===== config.mk =====
export PLATFORM = sky130hd
export DESIGN_NAME = keypad_emulator
export DESIGN_NICKNAME = d
export VERILOG_FILES = /design/src/rtl/keypad_pkg.sv /design/src/rtl/keypad_key_decoder.sv /design/src/rtl/keypad_emulator.sv
export SDC_FILE = /design/constraint.sdc
export NUM_CORES = 1
export LEC_CHECK = 0
export ABC_AREA = 1
export CORE_ASPECT_RATIO = 1.2
export CORE_MARGIN = 2
export CORE_UTILIZATION = 37
export DETAILED_ROUTE_END_ITERATION = 12
export GPL_TIMING_DRIVEN = 0
export PLACE_DENSITY = 0.53
export SLEW_MARGIN = 40
export SYNTH_ARGS = -nofsm -noshare
export SYNTH_HDL_FRONTEND = slang
export SYNTH_SLANG_ARGS = --single-unit

===== constraint.sdc =====
create_clock -name clk -period 2.1 [get_ports clk]
set_input_delay 0.315 -clock clk [delete_from_list [all_inputs] [get_ports clk]]
set_output_delay 0.315 -clock clk [all_outputs]
set_load 0.005 [all_outputs]

===== src/rtl/keypad_pkg.sv =====
// keypad_pkg: shared key codes, FSM state encoding and keypad index types
package keypad_pkg;
    localparam int CNT_W = 16;
    localparam int CNT_MAX = (1 << CNT_W) - 1;
    localparam logic [3:0] KEY_STAR = 4'hA;
    localparam logic [3:0] KEY_HASH = 4'hB;
    typedef logic [1:0] row_t;
    typedef logic [1:0] col_t;
    typedef enum logic [1:0] {IDLE, BOUNCE, HOLD, GAP} state_t;
endpackage


===== src/rtl/keypad_key_decoder.sv =====
// keypad_key_decoder: maps a key code to its validity and row/column on the 4x3 keypad
module keypad_key_decoder
    import keypad_pkg::*;
(
    input  logic [3:0] key_code,
    output logic       valid,
    output row_t       row,
    output col_t       col
);
    logic [3:0] k;
    // digits 1..9 fill rows 0..2 left to right; '*', 0, '#' share row 3
    assign k = key_code - 4'd1;
    assign valid = key_code <= KEY_HASH;
    assign row = (key_code == 4'd0 || key_code >= KEY_STAR) ? 2'd3 : row_t'(k / 4'd3);
    assign col = key_code == 4'd0 ? 2'd1 :
                 key_code == KEY_STAR ? 2'd0 :
                 key_code == KEY_HASH ? 2'd2 : col_t'(k % 4'd3);
endmodule


===== src/rtl/keypad_emulator.sv =====
// keypad_emulator: presses one key on a row-driven 4x3 keypad with optional bounce, hold and release gap
module keypad_emulator
    import keypad_pkg::*;
#(
    parameter int HOLD_CYCLES   = 16,
    parameter int GAP_CYCLES    = 8,
    parameter int BOUNCE_CYCLES = 0
) (
    input  logic       clk,
    input  logic       reset,
    input  logic [3:0] key_code,
    input  logic       key_valid,
    output logic       key_ready,
    input  logic [3:0] Row,
    output logic [2:0] Col,
    output logic       busy,
    output logic       done,
    output logic       key_err
);
    if (HOLD_CYCLES < 1 || HOLD_CYCLES > CNT_MAX || GAP_CYCLES < 1 || GAP_CYCLES > CNT_MAX ||
        BOUNCE_CYCLES < 0 || BOUNCE_CYCLES > CNT_MAX) begin : g_bad_param
        $error("keypad_emulator: cycle parameters must fit the 16-bit counter");
    end

    localparam logic [CNT_W-1:0] B_LOAD = BOUNCE_CYCLES > 0 ? CNT_W'(BOUNCE_CYCLES - 1) : '0;
    localparam logic [CNT_W-1:0] H_LOAD = CNT_W'(HOLD_CYCLES - 1);
    localparam logic [CNT_W-1:0] G_LOAD = CNT_W'(GAP_CYCLES - 1);

    state_t           state, state_n;
    logic             contact, contact_n;
    row_t             row_q, row_n;
    col_t             col_q, col_n;
    logic [CNT_W-1:0] cnt, cnt_n;
    logic             done_n, err_n;
    logic             dec_valid;
    row_t             dec_row;
    col_t             dec_col;
    logic             accept;

    keypad_key_decoder u_dec (
        .key_code (key_code),
        .valid    (dec_valid),
        .row      (dec_row),
        .col      (dec_col)
    );

    assign key_ready = state == IDLE;
    assign busy = state != IDLE;
    assign accept = key_valid && key_ready;
    // switch model: the closed contact shorts the latched row onto the latched column
    assign Col = (contact && !Row[row_q]) ? ~(3'b001 << col_q) : 3'b111;

    always_comb begin
        state_n = state;
        contact_n = contact;
        row_n = row_q;
        col_n = col_q;
        cnt_n = cnt;
        done_n = 1'b0;
        err_n = 1'b0;
        case (state)
            IDLE: if (accept) begin
                if (dec_valid) begin
                    row_n = dec_row;
                    col_n = dec_col;
                    contact_n = 1'b1;
                    state_n = BOUNCE_CYCLES > 0 ? BOUNCE : HOLD;
                    cnt_n = BOUNCE_CYCLES > 0 ? B_LOAD : H_LOAD;
                end else begin
                    err_n = 1'b1;
                end
            end
            BOUNCE: begin
                state_n = cnt == '0 ? HOLD : BOUNCE;
                cnt_n = cnt == '0 ? H_LOAD : cnt - 1'b1;
                contact_n = cnt == '0 ? 1'b1 : ~contact;
            end
            HOLD: begin
                state_n = cnt == '0 ? GAP : HOLD;
                cnt_n = cnt == '0 ? G_LOAD : cnt - 1'b1;
                contact_n = cnt != '0;
            end
            GAP: begin
                state_n = cnt == '0 ? IDLE : GAP;
                cnt_n = cnt == '0 ? '0 : cnt - 1'b1;
                done_n = cnt == '0;
            end
        endcase
    end

    always_ff @(posedge clk or posedge reset) begin
        if (reset) begin
            state <= IDLE;
            contact <= 1'b0;
            row_q <= '0;
            col_q <= '0;
            cnt <= '0;
            done <= 1'b0;
            key_err <= 1'b0;
        end else begin
            state <= state_n;
            contact <= contact_n;
            row_q <= row_n;
            col_q <= col_n;
            cnt <= cnt_n;
            done <= done_n;
            key_err <= err_n;
        end
    end
endmodule


# ---- Word level (Yosys, flattened, before mapping)
# Index checks and enable logic that the tools add are counted.
dict set report word_totals {
  reg_bits 25
  latch_bits 0
  ramBits 0
  mem_bits_ro 0
  in_bits 11
  wordCells 64
  mem_count 0
}
dict set report classes {
  add_sub_neg 2
  multipliers 0
  div 2
  n_lt_le_gt_ge 3
  n_eq_ne 7
  shifts 1
  mux 27
  bitwise_logic 2
  reduce_logical 13
}
# operator n
set op_table {}
lappend op_table {{$mux 16} 5}
lappend op_table {{$pmux 16 s4} 1}
lappend op_table {{$logic_not 16->1} 1}
lappend op_table {{$mux 2} 8}
lappend op_table {{$reduce_bool 16->1} 1}
lappend op_table {{$sub 16x1->16 const B} 1}
lappend op_table {{$mux 1} 9}
lappend op_table {{$eq 4x4->1 const B} 2}
lappend op_table {{$pmux 2 s4} 1}
lappend op_table {{$reduce_and 3->1} 2}
lappend op_table {{$div 4x2->4 const B} 1}
lappend op_table {{$eq 2x2->1 const B} 2}
lappend op_table {{$ge 4x4->1 const B} 1}
lappend op_table {{$le 4x4->1 const B} 1}
lappend op_table {{$logic_not 4->1} 1}
lappend op_table {{$mod 4x2->4 const B} 1}
lappend op_table {{$ne 2x1->1 const B} 2}
lappend op_table {{$sub 4x1->4 const B} 1}
lappend op_table {{$lt 2x3->1 const B} 1}
lappend op_table {{$mux 3} 1}
lappend op_table {{$not 3->3} 1}
lappend op_table {{$pmux 1 s3} 1}
lappend op_table {{$reduce_bool 3->1} 1}
lappend op_table {{$shl 1x2->3 const A} 1}
lappend op_table {{9 further kinds} 10}

# ---- Depth between registers and ports, before layout
# Gate-level depths: netlist of run 1.
dict set report depth {
  word_depth 5
  ltp_mapped 20
  mapped_depth_nobuf 20
}

# ---- By module
# From an unflattened synthesis of run 1, not the netlist that was laid out.
dict set report hier_totals {
  hier_cells 274
  area_unflattened_um2 1971.9
}
# module instances cells_per_inst area_each_um2 seq_area_each_um2
set modules_own_cells {}
lappend modules_own_cells {keypad_emulator 1 206 1605.3 625.6}
lappend modules_own_cells {keypad_key_decoder 1 68 366.6 0.0}

# ---- Worst setup path after synthesis of run 1
# Ideal clock, no wire load.
dict set report synth_timing {
  path_kind {input to register}
  from {input port key_code[0]}
  to {register col_q[1]}
  arrival_ps 2083
  required_time_ps 1983
  slack_ps -99
  stages 20
  path_buffers 0
  cell_sequence {inv_1 -> ha_1 -> inv_1 -> nand2_1 -> nand2_1 -> nand3_1 -> inv_1 -> ha_1 -> inv_1 -> ha_1 -> nand2_1 -> nand2_1 -> nand2_1 -> ha_1 -> inv_1 -> nand3_1 -> nand2_1 -> nand3_1 -> nand2_1 -> nand2_1}
}
dict set report synth_via {
  elab_chain_cells 5
}
# element line_no
set synth_lines {}
lappend synth_lines {{start, declared} keypad_emulator.sv:11} ;# input logic [3:0] key_code,
lappend synth_lines {{$sub 4x1->4} keypad_key_decoder.sv:12} ;# assign k = key_code - 4'd1;
lappend synth_lines {{$mod 4x2->4} keypad_key_decoder.sv:17} ;# key_code == KEY_HASH ? 2'd2 : col_t'(k % 4'd3);
lappend synth_lines {{$mux 2} keypad_key_decoder.sv:17}
lappend synth_lines {{$mux 2} keypad_key_decoder.sv:16} ;# key_code == KEY_STAR ? 2'd0 :
lappend synth_lines {{$mux 2} keypad_key_decoder.sv:15} ;# assign col = key_code == 4'd0 ? 2'd1 :
lappend synth_lines {{end signal, assigned} keypad_emulator.sv:104} ;# col_q <= col_n;
lappend synth_lines {{end, declared} keypad_emulator.sv:32} ;# col_t col_q, col_n;
# Parallel ways exist; a longest one is shown, timed or not.
# A chain may end at the register's enable or synchronous reset.

# ---- Final worst setup path of run 1
dict set report layout_timing {
  from {input port Row[0]}
  to {output port Col[1]}
}
dict set report layout_via {
  elab_chain_cells 5
}
# element line_no
set layout_lines {}
lappend layout_lines {{start, declared} keypad_emulator.sv:14} ;# input logic [3:0] Row,
lappend layout_lines {{$bmux 1 s2} keypad_emulator.sv:51} ;# assign Col = (contact && !Row[row_q]) ? ~(3'b001 << col_q) : 3'b111;
lappend layout_lines {{$mux 1 (not written as such)} keypad_emulator.sv:51}
lappend layout_lines {{$logic_not 1->1} keypad_emulator.sv:51}
lappend layout_lines {{$logic_and 1x1->1} keypad_emulator.sv:51}
lappend layout_lines {{$mux 3} keypad_emulator.sv:51}
lappend layout_lines {{end, declared} keypad_emulator.sv:15} ;# output logic [2:0] Col,
# No other way between the ends. The select of a mux whose other input is x is not followed.

==> summary.md, run 1 <==
| Metric | Value |
|---|---|
| Status | `finished, final reports clean` |
| Most frequent cell on the critical path | `clkdlybuf4s50_1` |
| Design area | `2177 um2` |
| Met2 Use GR | `28.51%` |
| Max Root-Sink Buffers | `2` |
| Max Slew Vio Count | `0` |
| Floorplan row count | `27` |
| Sequential element share of the synthesized area | `35.46%` |
| Met3 usage | `1.551%` |
| Num CTS Buffers | `3` |
| Min cycle time layout | `2.022 ns` |
| Worst Reg-to-Reg Cells | `9` |
| Fin Clk Skew | `0.007078 ns` |
| Switch Pwr | `1.165 mW` |
| Largest net degree at the start of global routing | `26` |
| Hold Fails Final Rpt | `0` |
| Core footprint | `4594 um2` |
| Pleak | `1.067 nW` |
| Reg2Reg Launch Point | `state[1]$_DFFE_PP0P_` |
| Hold_ws | `0.3385 ns` |
| First-pass GRT wire length | `6403 um` |
| Number of global-route vias before repair | `1501` |
| TritonCTS clock tree | `yes` |
| Sw Share | `44.79%` |
| Gr usage total | `15.38%` |
| First drt pass iteration count | `4` |
| Worst Max-Slew Pin Slew | `0.5396 ns` |
| H-tree depth | `1` |
| DRT Wirelength | `3743 um` |
| Critical-path cell list | `clkdlybuf4s50_1, o21ai_0, nor2_1, nor3_1, nand3_1, clkdlybuf4s50_1` |
| Cell variety after synth | `29` |
| CP top delay family | `buffers and inverters` |
| Synth Cell Area | `1764 um2` |
| Commonest cells after routing, fill and taps aside | `39 x nand2_1, 37 x inv_1, 36 x nor2_1` |
| WP data arrival | `1.71 ns` |
| Remaining DRCs | `0` |
| Ratio of final minimum period to clock period | `96.27%` |
| Layout area overhead | `23.40%` |
| Port bufs | `17` |
| Clock latency on the worst-skew pair | `0.27 ns` |
| Rel. slew slack | `63.97%` |
| CP Buf/Inv Count | `2` |
| Met1 usage | `17.41%` |
| Worst Path Required | `1.78 ns` |
| Share of layout cells above drive strength 1 | `18.80%` |
| Starting DRC count in detailed routing | `53` |
| Sequential Power Share | `30.8%` |
| Clock sinks | `25` |
| Instance area at placement | `2038 um2` |
| Worst-path clk slew | `0.09 ns` |
| Critical path class | `input port to output port` |
| Internal power | `1.436 mW` |
| Die width | `67.04 um` |
| Yosys warns | `0` |
| RSZ-0062 raised after global routing | `yes` |
| Clk pwr share | `11.4%` |
| WL/cell | `11.55 um` |
| Syn nets | `264` |
| Max-Cap Viols | `0` |
| Worst path max stage delay | `0.50 ns` |
| Reg2Reg Capture Point | `row_q[0]$_DFFE_PP0P_` |
| Hold Path Stages | `3` |
| Crit end category | `output port` |
| GR Overflow Total | `0` |
| Critical path peak fanout | `2` |
| DIE HEIGHT | `79.64 um` |
| Via count | `1518` |
| Mapped Cells | `239` |
| DIE AREA | `5339 um2` |
| Final ANT Viol Nets | `0` |
| Most used routing layer | `met2` |
| DP HPWL | `2850 um` |
| Root Driver | `clkbuf_8` |
| Fmax | `494.6 MHz` |
| Combinational Power Share | `57.8%` |
| Hold path start | `key_code[2]` |
| Pwr Density | `1195 nW/um2` |
| Vias per inst | `4.685` |
| CP startpoint kind | `input port` |
| #FFs+latches synth | `25` |
| Initial Utilization | `38.40%` |
| Hold EP | `key_err$_DFF_PP0_` |
| HP Class | `input port to flip-flop` |
| Register-to-register setup slack | `0.23 ns` |
| Syn_area_per_cell | `7.382 um2` |
| Initial antenna violation count | `0` |
| Gp weighted congestion | `0.8029` |
| Ant diodes | `0` |
| Final nets | `292` |
| VDD IR max | `0.4519 mV` |
| IO Pins | `18` |
| Commonest non-fill, non-tap cell in the layout | `nand2_1` |
| Setup-failing EPs final | `0` |
| Slowest cell on crit path | `clkdlybuf4s50_1` |
| Filler cells | `504` |
==> power by group through the flow <==
| stage | registers (mW) | logic (mW) | clock network, mW |
|---|---|---|---|
| 5_1_grt | 0.828 | 1.73 | 0.325 |
| 4_1_cts | 0.801 | 1.48 | 0.305 |
| 6_report | 0.801 | 1.50 | 0.296 |
| 2_1_floorplan | 0.779 | 1.13 | 0 |
| 3_3_place_gp | 0.808 | 1.47 | 0 |
| 3_5_place_dp | 0.811 | 1.47 | 0 |
==> worst max path at each step <==
stage	from	endpoint	cells after the start
detailed placement	key_code[0]	col_q[1]$_DFFE_PP0P_	20
floorplan	key_code[0]	col_q[1]$_DFFE_PP0P_	19
finish	Row[0]	Col[1]	6
CTS	state[1]$_DFFE_PP0P_	row_q[0]$_DFFE_PP0P_	9
global placement	key_code[0]	col_q[1]$_DFFE_PP0P_	20
global route	key_code[0]	col_q[1]$_DFFE_PP0P_	20
==> kinds of logic (layout without fill, tap and decap cells) <==
family | count (synthesis) | count (layout) | share of synthesized area (%)
simple gates | 115 | 115 | 28.44
buf+inv | 47 | 74 | 10.99
compound gates | 25 | 25 | 8.724
flops | 25 | 25 | 35.46
fa+ha+maj | 14 | 14 | 9.929
xor+xnor | 13 | 13 | 6.454
==> tightest hold or removal path: cells and delay by family <==
| kind | cells | cell delay (ns) |
|---|---|---|
| and+or+nand+nor | 2 | 0.14 |
| buffers and inverters | 1 | 0.13 |
==> per-layer routing <==
metal | vias to the layer above | part of all wire, %
met5 | - | 0
met1 | 691 | 45
met2 | 17 | 52
li1 | 803 | -
met4 | 0 | 2.2
met3 | 7 | 1.6
==> registers in the layout (all words and copies together), names as in the netlist <==
signal / flops
contact: 1
cnt: 16
row_q: 2
key_err: 1
done: 1
state: 2
col_q: 2
==> final cells by class <==
class	instances	area, um2	share of cell area [%]
multi-input combinational	167	1037	47.64
sequential	25	625.6	28.74
timing repair buffer	23	198.9	9.138
inverter	45	172.7	7.931
tap	58	72.57	3.333
clock buffer	4	45.04	2.069
buffer	2	25.02	1.149
==> repair_timing <==
item,CTS,global route
pin swaps,1,5
buffers inserted,3,3
resized for setup,20,18
hold buffers,0,0
setup endpoints to repair,6,6
==> cell usage after synthesis (all sizes together) <==
cell type   n  area, um2
nand2      46      180.2
ha         14      175.2
buf         1      11.26
clkbuf      1      13.76
xnor2       3      26.28
a211oi      1      7.510
nand4       1      6.260
xor2       10      87.58
o22ai       3      18.77
nor3        1      5.000
o2111a      1      11.26
o21ai      10      53.80
a22oi       1      7.510
nor2       42      165.2
nand3      20      110.1
nor4        2      12.51
a41oi       1      8.760
inv        45      168.9
a31oi       2      12.51
dfrtp      25      625.6
nand3b      1      7.510
a21oi       6      33.78
nor3b       2      15.01
==> metrics by stage <==
step | power (mW) | worst slack [ns] | cells | utilization [%] | setup TNS (ns)
detailed placement | 2.280 | -0.9043 | 314 | 44.36 | -3.157
CTS | 2.589 | 0.005260 | 321 | 45.86 | 0
global route | 2.881 | -0.03811 | 324 | 47.39 | -0.03991
global placement | 2.277 | -0.9115 | 314 | 44.36 | -3.213
floorplan | 1.907 | 0.01279 | 239 | - | 0
finish | 2.601 | 0.07826 | 324 | 47.39 | 0
Note: power is estimated with default switching activity, not from simulation.
==> inputs of run 2 (changes only) <==
Settings changed: RECOVER_POWER set to 25.
==> run 2 against run 1 <==
Against the previous run:
- wire length about the same
- clock power about the same
- core utilization unchanged
- via count unchanged
- critical path type unchanged
==> summary.md, run 2 (same netlist as run 1, synthesis figures left out) <==
| Metric | Value |
|---|---|
| Status | `finished, final reports clean` |
| Placed cells | `314` |
| Min cycle time layout | `2.022 ns` |
| Share of layout cells above drive strength 1 | `18.42%` |
| Number of global-route vias before repair | `1501` |
| Rel. slew slack | `34.47%` |
| Max-Cap Viols | `0` |
| Remaining DRCs | `0` |
| Gr usage total | `15.38%` |
| Setup-failing EPs final | `0` |
| Initial antenna violation count | `0` |
| Design area | `2177 um2` |
| Hold Fails Final Rpt | `0` |
| Critical path class | `input port to output port` |
| Commonest non-fill, non-tap cell in the layout | `nand2_1` |
| GR Overflow Total | `0` |
| HP Class | `input port to flip-flop` |
| DP HPWL | `2850 um` |
| WP data arrival | `1.71 ns` |
| Setup TNS | `0 ns` |
| Commonest cells after routing, fill and taps aside | `39 x nand2_1, 38 x inv_1, 36 x nor2_1` |
| Floorplan row count | `27` |
| Root Driver | `clkbuf_8` |
| Port bufs | `17` |
| Top reg by flops | `cnt` |
| Layout area overhead | `23.40%` |
| Core footprint | `4594 um2` |
| Final nets | `292` |
| IO Pins | `18` |
| Worst Path Required | `1.78 ns` |
| Pwr Density | `1194 nW/um2` |
| Via count | `1518` |
| Worst Max-Slew Pin Slew | `0.9819 ns` |
| DIE AREA | `5339 um2` |
| Hold Path Stages | `3` |
| Instance area at placement | `2038 um2` |
| DIE HEIGHT | `79.64 um` |
| Fin Clk Skew | `0.007078 ns` |
| Initial Utilization | `38.40%` |
| Tot Pwr | `2.600 mW` |
| Die width | `67.04 um` |
| Finished Layout Cells | `324` |
| TritonCTS clock tree | `yes` |
| Ant diodes | `0` |
| Largest net degree at the start of global routing | `26` |
| Clock latency on the worst-skew pair | `0.27 ns` |
| Ratio of final minimum period to clock period | `96.27%` |
| Critical path peak fanout | `2` |
| Crit end category | `output port` |
| Starting DRC count in detailed routing | `53` |
| Num CTS Buffers | `3` |
| Worst Reg-to-Reg Cells | `9` |
| First drt pass iteration count | `4` |
| Max Root-Sink Buffers | `2` |
| Worst-path clk slew | `0.09 ns` |
| Vias per inst | `4.685` |
| RSZ-0062 raised after global routing | `yes` |
| First-pass GRT wire length | `6403 um` |
| Hold_ws | `0.3385 ns` |
| CP startpoint kind | `input port` |
| Gp weighted congestion | `0.8029` |
| Max Slew Vio Count | `0` |
| Fmax | `494.6 MHz` |
| H-tree depth | `1` |
| Pleak | `1.068 nW` |
| VDD IR max | `0.4519 mV` |
| WL/cell | `11.55 um` |
| Final ANT Viol Nets | `0` |
| Filler cells | `504` |
| Clock sinks | `25` |
| DRT Wirelength | `3742 um` |
| Max FFs per register | `16` |
run 2: cell type report:
cell class / instances / area (um2) / share of cell area, %
plain buffers: 2 / 25.02 / 1.149
clock buffers: 4 / 45.04 / 2.069
inverters: 45 / 172.7 / 7.931
multi-input cells: 167 / 1037 / 47.64
flip-flops and latches: 25 / 625.6 / 28.74
well taps: 58 / 72.57 / 3.333
repair buffers: 23 / 198.9 / 9.138
run 2: repair_timing:
| action | in CTS | in global routing |
|---|---|---|
| setup endpoints to repair | 6 | 6 |
| gates cloned | 0 | 0 |
| pin swaps | 1 | 5 |
| buffers inserted | 3 | 3 |
| resized for setup | 20 | 18 |
| hold buffers | 0 | 0 |
run 2: worst max-delay path: stages:
cell	delay [ns]
clkdlybuf4s50_1	0.47
o21ai_0	0.08
nor2_1	0.17
nor3_1	0.07
nand3_1	0.09
clkdlybuf4s50_1	0.50
run 2: routing by layer:
metal  part of all wire [%]  up-vias  track usage [%]
met4                    2.2        0            6.327
li1                       -      803                -
met5                      0        -                0
met1                     45      691            17.41
met3                    1.6        7            1.551
met2                     52       17            28.51
run 2: worst paths after layout:
| path | startpoint | to | slack [ns] |
|---|---|---|---|
| max | Row[0] | Col[1] | 0.08 |
| min | key_code[2] | key_err$_DFF_PP0_ | 0.34 |
| max reg2reg | state[1]$_DFFE_PP0P_ | row_q[0]$_DFFE_PP0P_ | 0.23 |
| min reg2reg | col_q[1]$_DFFE_PP0P_ | col_q[1]$_DFFE_PP0P_ | 0.52 |
| max in group asynchronous | reset | cnt[4]$_DFFE_PP0P_ | 0.79 |
| min in group asynchronous | reset | cnt[14]$_DFFE_PP0P_ | 0.70 |
run 2: power breakdown:
group / switching [mW] / internal (mW) / leakage [nW] / total [mW]
registers: 0.140 / 0.661 / 0.316 / 0.801
clock network: 0.160 / 0.136 / 0.0228 / 0.296
logic: 0.864 / 0.638 / 0.729 / 1.50
run 2: through the flow:
step                      utilization, %  worst slack [ns]
after floorplan                        -           0.01279
after global placement             44.36           -0.9115
after detailed placement           44.36           -0.9043
after CTS                          45.86          0.005260
after global routing               47.39          -0.03811
final                              47.39           0.07826
==> inputs of run 3 (changes only) <==
Settings changed: CORE_UTILIZATION 37 to 50, PLACE_DENSITY 0.53 to 0.69.
==> run 3 against run 2 <==
Against the previous run:
- flip-flop and latch count stayed put
- core utilization grew 18 points
- final cell count decreased by 6.2%
- sequential power up 0.9%
- cell area rose by 0.57%
- fmax fell by 1.4%
- combinational power grew 5%
- critical path depth stayed put
- sequential share of layout area down 0.16 points
- largest power group unchanged
==> summary.md, run 3 (same netlist as run 1, synthesis figures left out) <==
| Metric | Value |
|---|---|
| Status | `finished, final reports clean` |
| Worst Max-Slew Pin Slew | `0.9338 ns` |
| Max-Cap Viols | `0` |
| Critical path peak fanout | `2` |
| Initial Utilization | `52.40%` |
| Gp weighted congestion | `0.7823` |
| Dpl ws | `-0.8786 ns` |
| Largest net degree at the start of global routing | `26` |
| Port bufs | `17` |
| Top reg by flops | `cnt` |
| Max FFs per register | `16` |
| CP Buf/Inv Count | `2` |
| Critical-path cell list | `clkdlybuf4s50_1, nand2_1, a21oi_4, nor3_2, nand3_1, clkdlybuf4s50_1` |
| DIE AREA | `4022 um2` |
| Die width | `58.23 um` |
| Num CTS Buffers | `3` |
| First drt pass iteration count | `4` |
| Final ANT Viol Nets | `0` |
| Pwr Density | `1215 nW/um2` |
| Worst Reg-to-Reg Cells | `9` |
| Max Slew Vio Count | `0` |
| IO Pins | `18` |
| WP data arrival | `1.74 ns` |
| Starting DRC count in detailed routing | `40` |
| Pleak | `1.088 nW` |
| Initial antenna violation count | `0` |
| CP startpoint kind | `input port` |
| Rel. slew slack | `37.68%` |
| Placed cells | `293` |
| Final worst slack | `0.04978 ns` |
| Commonest cells after routing, fill and taps aside | `38 x inv_1, 38 x nand2_1, 34 x nor2_1` |
| H-tree depth | `1` |
| Root Driver | `clkbuf_8` |
| DP HPWL | `2811 um` |
| Hold Fails Final Rpt | `0` |
| Worst-path clk slew | `0.09 ns` |
| Fin Clk Skew | `0.006501 ns` |
| First-pass GRT wire length | `6341 um` |
| Clock latency on the worst-skew pair | `0.26 ns` |
| Ant diodes | `0` |
| Slowest cell on crit path | `clkdlybuf4s50_1` |
| DIE HEIGHT | `69.07 um` |
| DRT Wirelength | `3632 um` |
| Number of global-route vias before repair | `1529` |
| TritonCTS clock tree | `yes` |
| Finished Layout Cells | `304` |
| Reg2Reg Capture Point | `row_q[0]$_DFFE_PP0P_` |
| Critical path capture point | `Col[1]` |
| Hold-fix buffers, CTS | `0` |
| Clock sinks | `25` |
| Ratio of final minimum period to clock period | `97.63%` |
| Final Util | `65.03%` |
| Crit path from | `Row[3]` |
| Setup-failing EPs final | `0` |
| Gr usage total | `19.70%` |
| Most frequent cell on the critical path | `clkdlybuf4s50_1` |
| VDD IR max | `0.7647 mV` |
| Share of layout cells above drive strength 1 | `20.22%` |
| Core footprint | `3367 um2` |
| Max Root-Sink Buffers | `2` |
| Reg2Reg Launch Point | `state[0]$_DFFE_PP0P_` |
| Instance area at placement | `2012 um2` |
| Layout area overhead | `24.11%` |
| Fmax | `487.8 MHz` |
| Design area | `2190 um2` |
| Final nets | `293` |
| HP Class | `input port to flip-flop` |
| CP top delay family | `buffers and inverters` |
| Remaining DRCs | `0` |
| Min cycle time layout | `2.050 ns` |
| GR Overflow Total | `0` |
| Worst path max stage delay | `0.51 ns` |
| Crit end category | `output port` |
| Critical path class | `input port to output port` |
| Register-to-register setup slack | `0.21 ns` |
| Worst Path Required | `1.78 ns` |
| Via count | `1503` |
| Vias per inst | `4.944` |
| Crit. path cell count | `6` |
| WL/cell | `11.95 um` |
| Floorplan row count | `23` |
-- run 3: cell types whose count changed in the layout (fill, tap and decap cells not counted), sizes merged --
cell           delta
buf               +1
clkdlybuf4s50     -1
dlymetal6s2s      +1
-- run 3: worst min-delay path by stage --
| stage | end | slack [ns] | cells past startpoint | startpoint |
|---|---|---|---|---|
| detailed placement | row_q[1]$_DFFE_PP0P_ | 0.50 | 2 | row_q[1]$_DFFE_PP0P_ |
| global route | key_err$_DFF_PP0_ | 0.37 | 3 | key_code[2] |
| finish | key_err$_DFF_PP0_ | 0.35 | 3 | key_code[2] |
| CTS | col_q[1]$_DFFE_PP0P_ | 0.41 | 2 | reset |
| global placement | col_q[1]$_DFFE_PP0P_ | 0.50 | 2 | col_q[1]$_DFFE_PP0P_ |
| floorplan | cnt[0]$_DFFE_PP0P_ | 0.34 | 1 | reset |
-- run 3: metal layers --
layer | track usage, % | up-vias | routed length, um
met3 | 1.689 | 2 | 36
met1 | 22.80 | 688 | 1567
li1 | - | 802 | -
met5 | 0 | - | 0
met4 | 6.202 | 0 | 34
met2 | 36.87 | 11 | 1994
-- run 3: layout make-up --
class / instances / area, um2
buffer: 2 / 25.02
clock buffer: 4 / 45.04
fill: 308 / 1177
inverter: 45 / 172.7
multi-input combinational: 167 / 1060
sequential: 25 / 625.6
tap: 37 / 46.29
timing repair buffer: 24 / 215.2
-- run 3: power breakdown --
group / internal [mW] / switching, mW / total, mW
Clock: 0.135 / 0.148 / 0.283
Sequential: 0.661 / 0.146 / 0.808
Combinational: 0.677 / 0.892 / 1.57
-- run 3: worst reg2reg max path, stage by stage (launching register included) --
cell      delay [ns]
dfrtp_1         0.44
inv_1           0.14
ha_1            0.24
inv_1           0.08
nor2_2          0.21
inv_1           0.12
a211oi_2        0.18
o21ai_0         0.16
o22ai_1         0.16
inv_1           0.06
-- run 3: repair_timing --
action                                  CTS  global route
setup buffers                             5             2
endpoints found under the setup margin    5             8
pin swaps                                 0             8
resized for setup                        19            26
-- run 3: through the flow --
| step | setup TNS [ns] | hold WS, ns | power (mW) |
|---|---|---|---|
| 2_1_floorplan | 0 | 0.3423 | 1.907 |
| 3_3_place_gp | -3.040 | 0.4958 | 2.248 |
| 3_5_place_dp | -3.077 | 0.5033 | 2.276 |
| 4_1_cts | 0 | 0.4106 | 2.595 |
| 5_1_grt | -0.01332 | 0.3690 | 2.947 |
| 6_report | 0 | 0.3503 | 2.660 |
